$ cat src/rtl/pkg_write_controller_pkg.sv
// Shared types and default geometry for the packet write controller.
package pkg_write_controller_pkg;

  typedef enum logic [1:0] {
    ST_IDLE  = 2'd0,
    ST_WRITE = 2'd1,
    ST_NEXT  = 2'd2
  } wr_state_e;

  localparam int DEF_ADDR_WIDTH        = 8;
  localparam int DEF_ADDR_PAGE_NUM_LOG = 4;
  localparam int DEF_DATA_WIDTH        = 16;
  localparam int DEF_LEN_WIDTH         = 10;
  localparam int PAGE_OFS_W            = DEF_ADDR_WIDTH - DEF_ADDR_PAGE_NUM_LOG;

endpackage

$ cat src/rtl/pkg_write_controller.sv
// Writes ingress packets into the paged buffer, chains pages, and issues one
// descriptor per packet. Also arbitrates the empty-table push port for page frees.
//
// state    | meaning
// ST_IDLE  | waiting for a packet, a free page and no pending descriptor
// ST_WRITE | accepting words into the current page
// ST_NEXT  | page full, waiting for the next free page to chain in
module pkg_write_controller
  import pkg_write_controller_pkg::*;
#(
  parameter int ADDR_WIDTH        = DEF_ADDR_WIDTH,
  parameter int ADDR_PAGE_NUM_LOG = DEF_ADDR_PAGE_NUM_LOG,
  parameter int DATA_WIDTH        = DEF_DATA_WIDTH,
  parameter int LEN_WIDTH         = DEF_LEN_WIDTH
) (
  input  logic                         clk,
  input  logic                         rst_n,
  input  logic                         in_valid,
  output logic                         in_ready,
  input  logic [DATA_WIDTH-1:0]        in_data,
  input  logic                         in_last,
  output logic                         empty_table_read_req,
  input  logic [ADDR_PAGE_NUM_LOG-1:0] empty_table_read_addr,
  input  logic                         empty_table_empty,
  output logic                         empty_table_write_req,
  output logic [ADDR_PAGE_NUM_LOG-1:0] empty_table_write_addr,
  input  logic                         free_valid,
  output logic                         free_ready,
  input  logic [ADDR_PAGE_NUM_LOG-1:0] free_page,
  output logic                         ram_wr_en,
  output logic [ADDR_WIDTH-1:0]        ram_wr_addr,
  output logic [DATA_WIDTH-1:0]        ram_wr_data,
  output logic                         link_wr_en,
  output logic [ADDR_PAGE_NUM_LOG-1:0] link_wr_addr,
  output logic [ADDR_PAGE_NUM_LOG-1:0] link_wr_data,
  output logic                         desc_valid,
  input  logic                         desc_ready,
  output logic [ADDR_PAGE_NUM_LOG-1:0] desc_head,
  output logic [ADDR_PAGE_NUM_LOG-1:0] desc_tail,
  output logic [LEN_WIDTH-1:0]         desc_len
);

  localparam int OFS_W = ADDR_WIDTH - ADDR_PAGE_NUM_LOG;
  localparam logic [OFS_W-1:0]     OFS_LAST = '1;
  localparam logic [LEN_WIDTH-1:0] LEN_MAX  = '1;

  wr_state_e                    state_q, state_d;
  logic [OFS_W-1:0]             offset_q, offset_d;
  logic [LEN_WIDTH-1:0]         len_q, len_d, len_inc;
  logic [ADDR_PAGE_NUM_LOG-1:0] head_q, head_d, cur_q, cur_d;
  logic                         desc_valid_q, desc_valid_d;
  logic [ADDR_PAGE_NUM_LOG-1:0] desc_head_q, desc_head_d, desc_tail_q, desc_tail_d;
  logic [LEN_WIDTH-1:0]         desc_len_q, desc_len_d;
  logic                         run_q;
  logic                         rd_req;

  assign len_inc = (len_q == LEN_MAX) ? len_q : len_q + LEN_WIDTH'(1);

  always_comb begin
    state_d      = state_q;
    offset_d     = offset_q;
    len_d        = len_q;
    head_d       = head_q;
    cur_d        = cur_q;
    desc_valid_d = desc_valid_q;
    desc_head_d  = desc_head_q;
    desc_tail_d  = desc_tail_q;
    desc_len_d   = desc_len_q;
    rd_req       = 1'b0;
    in_ready     = 1'b0;
    ram_wr_en    = 1'b0;
    link_wr_en   = 1'b0;

    if (desc_valid_q && desc_ready) desc_valid_d = 1'b0;

    case (state_q)
      ST_IDLE: begin
        if (run_q && in_valid && !empty_table_empty && !desc_valid_q) begin
          rd_req   = 1'b1;
          head_d   = empty_table_read_addr;
          cur_d    = empty_table_read_addr;
          offset_d = '0;
          len_d    = '0;
          state_d  = ST_WRITE;
        end
      end
      ST_WRITE: begin
        in_ready = 1'b1;
        if (in_valid) begin
          ram_wr_en = 1'b1;
          offset_d  = offset_q + OFS_W'(1);
          len_d     = len_inc;
          if (in_last) begin
            // Last word on the final slot still ends here: no spare page is popped.
            desc_valid_d = 1'b1;
            desc_head_d  = head_q;
            desc_tail_d  = cur_q;
            desc_len_d   = len_inc;
            state_d      = ST_IDLE;
          end else if (offset_q == OFS_LAST) begin
            state_d = ST_NEXT;
          end
        end
      end
      ST_NEXT: begin
        if (!empty_table_empty) begin
          rd_req     = 1'b1;
          link_wr_en = 1'b1;
          cur_d      = empty_table_read_addr;
          offset_d   = '0;
          state_d    = ST_WRITE;
        end
      end
      default: state_d = ST_IDLE;
    endcase
  end

  // Allocation owns the manager port; a free is only accepted when no pop is issued.
  assign empty_table_read_req   = rd_req;
  assign free_ready             = run_q & ~rd_req;
  assign empty_table_write_req  = free_valid & free_ready;
  assign empty_table_write_addr = free_page;

  assign ram_wr_addr  = {cur_q, offset_q};
  assign ram_wr_data  = in_data;
  assign link_wr_addr = cur_q;
  assign link_wr_data = empty_table_read_addr;
  assign desc_valid   = desc_valid_q;
  assign desc_head    = desc_head_q;
  assign desc_tail    = desc_tail_q;
  assign desc_len     = desc_len_q;

  always_ff @(posedge clk or negedge rst_n) begin
    if (!rst_n) begin
      state_q      <= ST_IDLE;
      offset_q     <= '0;
      len_q        <= '0;
      head_q       <= '0;
      cur_q        <= '0;
      desc_valid_q <= 1'b0;
      desc_head_q  <= '0;
      desc_tail_q  <= '0;
      desc_len_q   <= '0;
      run_q        <= 1'b0;
    end else begin
      state_q      <= state_d;
      offset_q     <= offset_d;
      len_q        <= len_d;
      head_q       <= head_d;
      cur_q        <= cur_d;
      desc_valid_q <= desc_valid_d;
      desc_head_q  <= desc_head_d;
      desc_tail_q  <= desc_tail_d;
      desc_len_q   <= desc_len_d;
      run_q        <= 1'b1;
    end
  end

endmodule

$ cat config.mk
export PLATFORM = sky130hd
export DESIGN_NAME = pkg_write_controller
export DESIGN_NICKNAME = d
export VERILOG_FILES = /design/src/rtl/pkg_write_controller_pkg.sv /design/src/rtl/pkg_write_controller.sv
export SDC_FILE = /design/constraint.sdc
export NUM_CORES = 1
export LEC_CHECK = 0
export CELL_PAD_IN_SITES_DETAIL_PLACEMENT = 1
export CELL_PAD_IN_SITES_GLOBAL_PLACEMENT = 1
export CORE_MARGIN = 10
export CORE_UTILIZATION = 35
export CTS_CLUSTER_DIAMETER = 30
export CTS_CLUSTER_SIZE = 16
export DETAILED_ROUTE_END_ITERATION = 6
export PLACE_DENSITY_LB_ADDON = 0.1
export SKIP_LAST_GASP = 1
export SYNTH_ARGS = -nofsm -noshare
export SYNTH_HDL_FRONTEND = slang
export SYNTH_SLANG_ARGS = --single-unit
$ cat constraint.sdc
create_clock -name clk -period 3.55 [get_ports clk]
set_input_delay 0.355 -clock clk [delete_from_list [all_inputs] [get_ports clk]]
set_output_delay 0.355 -clock clk [all_outputs]
set_load 0.05 [all_outputs]
[Word-level counts from Yosys, hierarchy flattened]
Cells that the tools add are included.
Word-level totals
  output and inout port bits: 61
  input bits: 31
  register bits after elaboration: 44
Operators by class
  reductions and logical operators: 16
  eq/ne operators: 8
  bitwise gates (word level): 3
  $add $sub $neg: 2
  mux-type cells: 28
Operators by type and width (count)
  two-way mux 10 bit: 3
  two-way mux 4 bit: 5
  case mux 10 bit (2 select lines): 1
  case mux 4 bit (3 select lines): 1
  adder 10 x 1 -> 10 bit, second input constant: 1
  equality test 10 bit, second input constant: 1
  two-way mux 1 bit: 10
  two-way mux 2 bit: 5
  AND reduction 3 bit: 3
  case mux 4 bit (2 select lines): 1
  AND reduction 4 bit: 2
  != test 2 bit, second input constant: 3
  case mux 2 bit (3 select lines): 1
  adder 4 x 1 -> 4 bit, second input constant: 1
  equality test 4 bit, second input constant: 1
  logical AND 1 bit: 4
  nonzero test 2 bit: 2
  != test 3 bit, second input constant: 1
  nonzero test 3 bit: 1
  AND 1 bit: 2
  equality test 2 x 1 -> 1 bit, second input constant: 1
  equality test 2 bit, second input constant: 1
  logical NOT 1 bit: 2
  logical NOT 2 bit: 1
  3 further kinds: 3

[Longest topological paths before layout]
  word-level depth: 8
  depth in mapped cells: 6
  depth with buffers taken out: 5

[Worst setup path after synthesis]
OpenSTA, ideal clock, no wires.
  kind: register to output
  start: reg desc_valid_q (netlist: desc_valid)
  end: out empty_table_write_req
  path buffers: 0
  cell stages (with the launch flop): 4
  path slack: 1.600 ns
  arrival: 1.595 ns
  cells stage by stage: dfrtp_1 and4bb_4 o21ai_2 and3_2
On the way
  word-level cells in the longest chain between the ends: 7
RTL lines
  from (decl): line pkg_write_controller.sv:51  | logic desc_valid_q, desc_valid_d;
  from (signal assigned): line pkg_write_controller.sv:151  | desc_valid_q <= desc_valid_d;
  logical NOT 1 bit: line pkg_write_controller.sv:78  | if (run_q && in_valid && !empty_table_empty && !desc_valid_q) begin
  logical AND 1 bit: line pkg_write_controller.sv:78
  two-way mux 1 bit: line pkg_write_controller.sv:78
  case mux 1 bit (2 select lines): line pkg_write_controller.sv:76  | case (state_q)
  NOT 1 bit: line pkg_write_controller.sv:120  | assign free_ready = run_q & ~rd_req;
  AND 1 bit: line pkg_write_controller.sv:120
  AND 1 bit: line pkg_write_controller.sv:121  | assign empty_table_write_req = free_valid & free_ready;
  to (decl): line pkg_write_controller.sv:25  | output logic empty_table_write_req,
Every way passes these cells.

[Worst setup path in the final report]
  start: in in_valid
  end: out empty_table_write_req
On the way
  word-level cells in the longest chain between the ends: 8
RTL lines
  from (decl): line pkg_write_controller.sv:18  | input logic in_valid,
  logical AND 1 bit (3 in a row): line pkg_write_controller.sv:78
  two-way mux 1 bit: line pkg_write_controller.sv:78
  case mux 1 bit (2 select lines): line pkg_write_controller.sv:76
  NOT 1 bit: line pkg_write_controller.sv:120
  AND 1 bit: line pkg_write_controller.sv:120
  AND 1 bit: line pkg_write_controller.sv:121
Every way passes these cells.

==> flow_summary.html <==
<table>
<tr><th>Metric</th><th>Value</th></tr>
<tr><th colspan="2">Outcome</th></tr>
<tr><td>Result of the run</td><td>completed</td></tr>
<tr><th colspan="2">Global routing</th></tr>
<tr><td>Met1 track utilization from global routing</td><td>0.147</td></tr>
<tr><td>Grt total ovfl</td><td>0</td></tr>
<tr><td>Number of antenna violations at the first check in global routing</td><td>0</td></tr>
<tr><td>GRT Total Usage</td><td>0.115</td></tr>
<tr><td>Global routing usage on met3</td><td>0.0466</td></tr>
<tr><td>First-pass GRT wire length</td><td>9460 um</td></tr>
<tr><td>GR Layer Usage met2</td><td>0.170</td></tr>
<tr><td>Largest net degree at the start of global routing</td><td>45</td></tr>
<tr><td>Via count of the first global-routing pass</td><td>1770</td></tr>
<tr><td>Most congested layer reported by global routing</td><td>met2</td></tr>
<tr><th colspan="2">Worst setup path</th></tr>
<tr><td>Number of buffers and inverters on the critical path</td><td>2</td></tr>
<tr><td>Terminus of the critical flop-to-flop path</td><td>len_q[7]</td></tr>
<tr><td>Critical path's top delay family</td><td>buffers and inverters</td></tr>
<tr><td>Cell with the largest stage delay on the worst path</td><td>clkdlybuf4s50_1</td></tr>
<tr><td>Worst setup EP type</td><td>output port</td></tr>
<tr><td>Critical path launch point</td><td>in_valid</td></tr>
<tr><td>Cells along the critical path</td><td>clkdlybuf4s50_1 -&gt; and4bb_4 -&gt; o21ai_2 -&gt; and3_2 -&gt; clkdlybuf4s50_1</td></tr>
<tr><td>Worst r2r src</td><td>len_q[0]</td></tr>
<tr><td>Arr. time, crit path</td><td>2.58 ns</td></tr>
<tr><td>Cell repeated most along the worst path</td><td>clkdlybuf4s50_1</td></tr>
<tr><td>Delay contributed by the slowest stage of the critical path</td><td>approximately 0.80 ns</td></tr>
<tr><td>Worst-path fanout max</td><td>10</td></tr>
<tr><td>Number of cell instances on the worst register-to-register path</td><td>5</td></tr>
<tr><td>Data required time of the worst path</td><td>3.19 ns</td></tr>
<tr><td>Worst reg-to-reg setup slack</td><td>1.69 ns</td></tr>
<tr><td>Nature of the critical path startpoint</td><td>primary input</td></tr>
<tr><td>CP Class</td><td>primary input to output port</td></tr>
<tr><th colspan="2">Clock tree</th></tr>
<tr><td>Maximum root-to-sink buffer count</td><td>2</td></tr>
<tr><td>Clock slew seen by the registers of the worst setup and hold paths</td><td>0.09 ns</td></tr>
<tr><td>Total CTS buffers</td><td>5</td></tr>
<tr><td>Root buf cell</td><td>clkbuf_8</td></tr>
<tr><td>Hold_buf cts</td><td>0</td></tr>
<tr><td>H-tree levels</td><td>2</td></tr>
<tr><td>Number of setup buffers added after CTS</td><td>0</td></tr>
<tr><td>Clock latency at the later pin of the worst-skew pair</td><td>0.30 ns</td></tr>
<tr><td>Number of sinks driven by the clock tree</td><td>44</td></tr>
<tr><td>Quantity of gates resized following cts</td><td>0</td></tr>
<tr><td>Clock tree from TritonCTS</td><td>yes</td></tr>
<tr><th colspan="2">Routing</th></tr>
<tr><td>Post-detailed-route count of antenna-violating nets</td><td>0</td></tr>
<tr><td>Vias</td><td>1630</td></tr>
<tr><td>Aggregate routed wire length</td><td>5640 um</td></tr>
<tr><td>First DRT Iteration DRCs</td><td>61</td></tr>
<tr><td>Post-DR wirelength/cell</td><td>17.7 um</td></tr>
<tr><td>DR pass1 iterations</td><td>4</td></tr>
<tr><td>Routed vias/inst</td><td>approximately 5</td></tr>
<tr><td>DRC violation count after routing</td><td>0</td></tr>
<tr><th colspan="2">Yosys</th></tr>
<tr><td>Post-synthesis net count</td><td>253</td></tr>
<tr><td>Dominant register cell in the synthesized netlist</td><td>dfrtp_1</td></tr>
<tr><td>Post-synth cell types</td><td>44</td></tr>
<tr><td>Post-synth EDFFs</td><td>0</td></tr>
<tr><td>Flops &amp; latches, synth</td><td>44</td></tr>
<tr><td>Mapped cell area</td><td>~0.0023 sq mm</td></tr>
<tr><td>Post-synthesis sequential area ratio</td><td>0.480</td></tr>
<tr><td>Synth warn</td><td>0</td></tr>
<tr><td>FFs w/ async S/R, synth</td><td>1.00</td></tr>
<tr><td>Per-instance average area after synthesis</td><td>between 10 and 15 sq um</td></tr>
<tr><td>Syn Inst Count</td><td>220</td></tr>
<tr><th colspan="2">Finish</th></tr>
<tr><td>Number of inserted filler cells in the final layout</td><td>699</td></tr>
<tr><td>Fraction of final layout cells with drive strength greater than 1</td><td>0.165</td></tr>
<tr><td>Cell area after layout</td><td>0.00273 sq mm</td></tr>
<tr><td># nets final</td><td>274</td></tr>
<tr><td>Post-layout utilization of the core</td><td>0.430</td></tr>
<tr><td>Final antenna diode count</td><td>0</td></tr>
<tr><td>Area growth, synth to finish</td><td>19.0%</td></tr>
<tr><th colspan="2">Floorplan</th></tr>
<tr><td>Initial standard-cell utilization of the core</td><td>0.361</td></tr>
<tr><td>Placeable core region</td><td>0.00635 sq mm</td></tr>
<tr><td>Top-Level Pins</td><td>92</td></tr>
<tr><td>Core Rows</td><td>29</td></tr>
<tr><td>Width of the die</td><td>101 um</td></tr>
<tr><td>Die Height</td><td>101 um</td></tr>
<tr><td>Die footprint</td><td>just over 0.01 sq mm</td></tr>
<tr><th colspan="2">Timing</th></tr>
<tr><td>Unrepaired setup endpoints after global routing</td><td>no</td></tr>
<tr><td>Worst slew margin relative to its limit</td><td>0.336</td></tr>
<tr><td>Setup TNS</td><td>0 ns</td></tr>
<tr><td>Minimum period implied by the final worst setup slack</td><td>around 2.9 ns</td></tr>
<tr><td>Max Slew Vio Count</td><td>0</td></tr>
<tr><td>Final count of hold timing violations</td><td>0</td></tr>
<tr><td>Least-Margin Pin Slew</td><td>0.996 ns</td></tr>
<tr><td>Number of failing setup endpoints in the final timing report</td><td>0</td></tr>
<tr><td>Peak Freq</td><td>0.340 GHz</td></tr>
<tr><td>Period Utilization, post-route</td><td>0.827</td></tr>
<tr><td>Worst clock skew on the final layout</td><td>0.00565 ns</td></tr>
<tr><td>Worst-case setup margin in the final layout</td><td>0.613 ns</td></tr>
<tr><th colspan="2">Placed design</th></tr>
<tr><td>Worst slack at placement</td><td>0.580 ns</td></tr>
<tr><td>HPWL after DPL</td><td>about 4100 um</td></tr>
<tr><td>Cell area after placement</td><td>0.00263 sq mm</td></tr>
<tr><td>Port bufs</td><td>51</td></tr>
<tr><td>Global placement routability congestion</td><td>0.708</td></tr>
<tr><th colspan="2">Power</th></tr>
<tr><td>Total power consumption of the routed design</td><td>2.03 mW</td></tr>
<tr><td>Total power per unit cell area</td><td>744 mW/mm^2</td></tr>
<tr><td>Leakage power total</td><td>1.17 nW</td></tr>
<tr><td>Worst vdd ir</td><td>roughly 0.40 mV</td></tr>
<tr><th colspan="2">Hold path</th></tr>
<tr><td>HP Class</td><td>primary input to async pin</td></tr>
<tr><th colspan="2">Flow run</th></tr>
<tr><td>Max-cap check violation count</td><td>0</td></tr>
</table>
area by class of cell:
| type | count | area (sq um) | share of cell area |
|---|---|---|---|
| Sequential cell | 44 | 1100 | 0.404 |
| Multi-Input combinational cell | 135 | 910 | 0.333 |
| Clock inverter | 2 | 15.0 | 0.00550 |
| Tap cell | 77 | 96.3 | 0.0353 |
| Inverter | 4 | 17.5 | 0.00642 |
| Timing Repair Buffer | 51 | 505 | 0.185 |
| Clock buffer | 6 | 82.6 | 0.0303 |
state kept, by name, indices dropped and copies added, names as in the netlist:
name / cells
desc_len: 10
len_q: 10
desc_head: 4
desc_tail: 4
head_q: 4
link_wr_addr: 4
offset_q: 4
state_q: 2
desc_valid: 1
run_q: 1
cell families (layout without fill, tap and decap cells):
kind of cell | after synthesis | count (layout) | synth area share
adders and majority gates | 2 | 2 | 0.0109
xor gates and xnor gates | 4 | 4 | 0.0153
DFF | 44 | 44 | 0.480
other | 1 | 1 | 0.00164
muxes | 18 | 18 | 0.0906
AOI/OAI and AO/OA | 36 | 36 | 0.0988
and+or+nand+nor | 74 | 74 | 0.180
buffers and inverters | 41 | 63 | 0.123
where the power goes:
part	switching [mW]	leakage, nW	internal [mW]
Clock	0.182	0.0434	0.158
Combinational	0.609	0.559	0.331
Sequential	0.117	0.570	0.632
metrics by stage:
step,hold slack [ns],std cells
2_1_floorplan,0.0594,220
3_3_place_gp,0.462,311
3_5_place_dp,0.467,311
4_1_cts,0.261,319
5_1_grt,0.308,319
6_report,0.218,319
worst reg2reg max path, delay by kind of cell, from the launching register on:
family	cells	cell delay, ns
simple gates	2	0.39
fa+ha+maj	1	0.38
compound gates	2	0.47
flops	1	0.52
metal layers:
metal  vias up  wire length, um
li1        778                -
met1       767             2480
met2        61             2500
met3        24              550
met4         0              106
met5         -                0
cell usage in the layout, fill, tap and decap left out, drive strengths merged, types with 2 or more instances in the layout:
master,instances
a211oi,3
a21oi,6
a311oi,2
a31oi,6
and2,5
and3,7
and4,2
clkbuf,6
clkdlybuf4s50,50
clkinvlp,2
dfrtp,44
ha,2
inv,4
mux2,13
mux2i,5
nand2,32
nand3,6
nand4,3
nor2,13
nor3,2
o21ai,12
o31ai,4
xnor2,2
xor2,2
Yosys cell counts (all sizes together) (3+ instances only):
library cell  number  area share
nor2              13       0.022
mux2              13       0.069
o31ai              4       0.013
a31oi              6       0.016
o21ai             12       0.028
nand3              6       0.017
a211oi             3      0.0098
dfrtp             44        0.48
nand2             32       0.053
and3               7       0.022
buf               37        0.12
a21oi              6       0.013
and2               5       0.016
mux2i              5       0.022
nand4              3      0.0082
inv                4      0.0076
worst max path at each step:
| stage | end | slack, ns | depth (start not counted) |
|---|---|---|---|
| finish | empty_table_write_req | 0.61 | 5 |
| global route | empty_table_write_req | 0.47 | 5 |
| CTS | empty_table_write_req | 0.57 | 5 |
| detailed placement | empty_table_write_req | 0.58 | 5 |
| global placement | empty_table_write_req | 0.66 | 5 |
| floorplan | empty_table_write_req | 1.60 | 3 |
(Power assumes the default switching activity.)
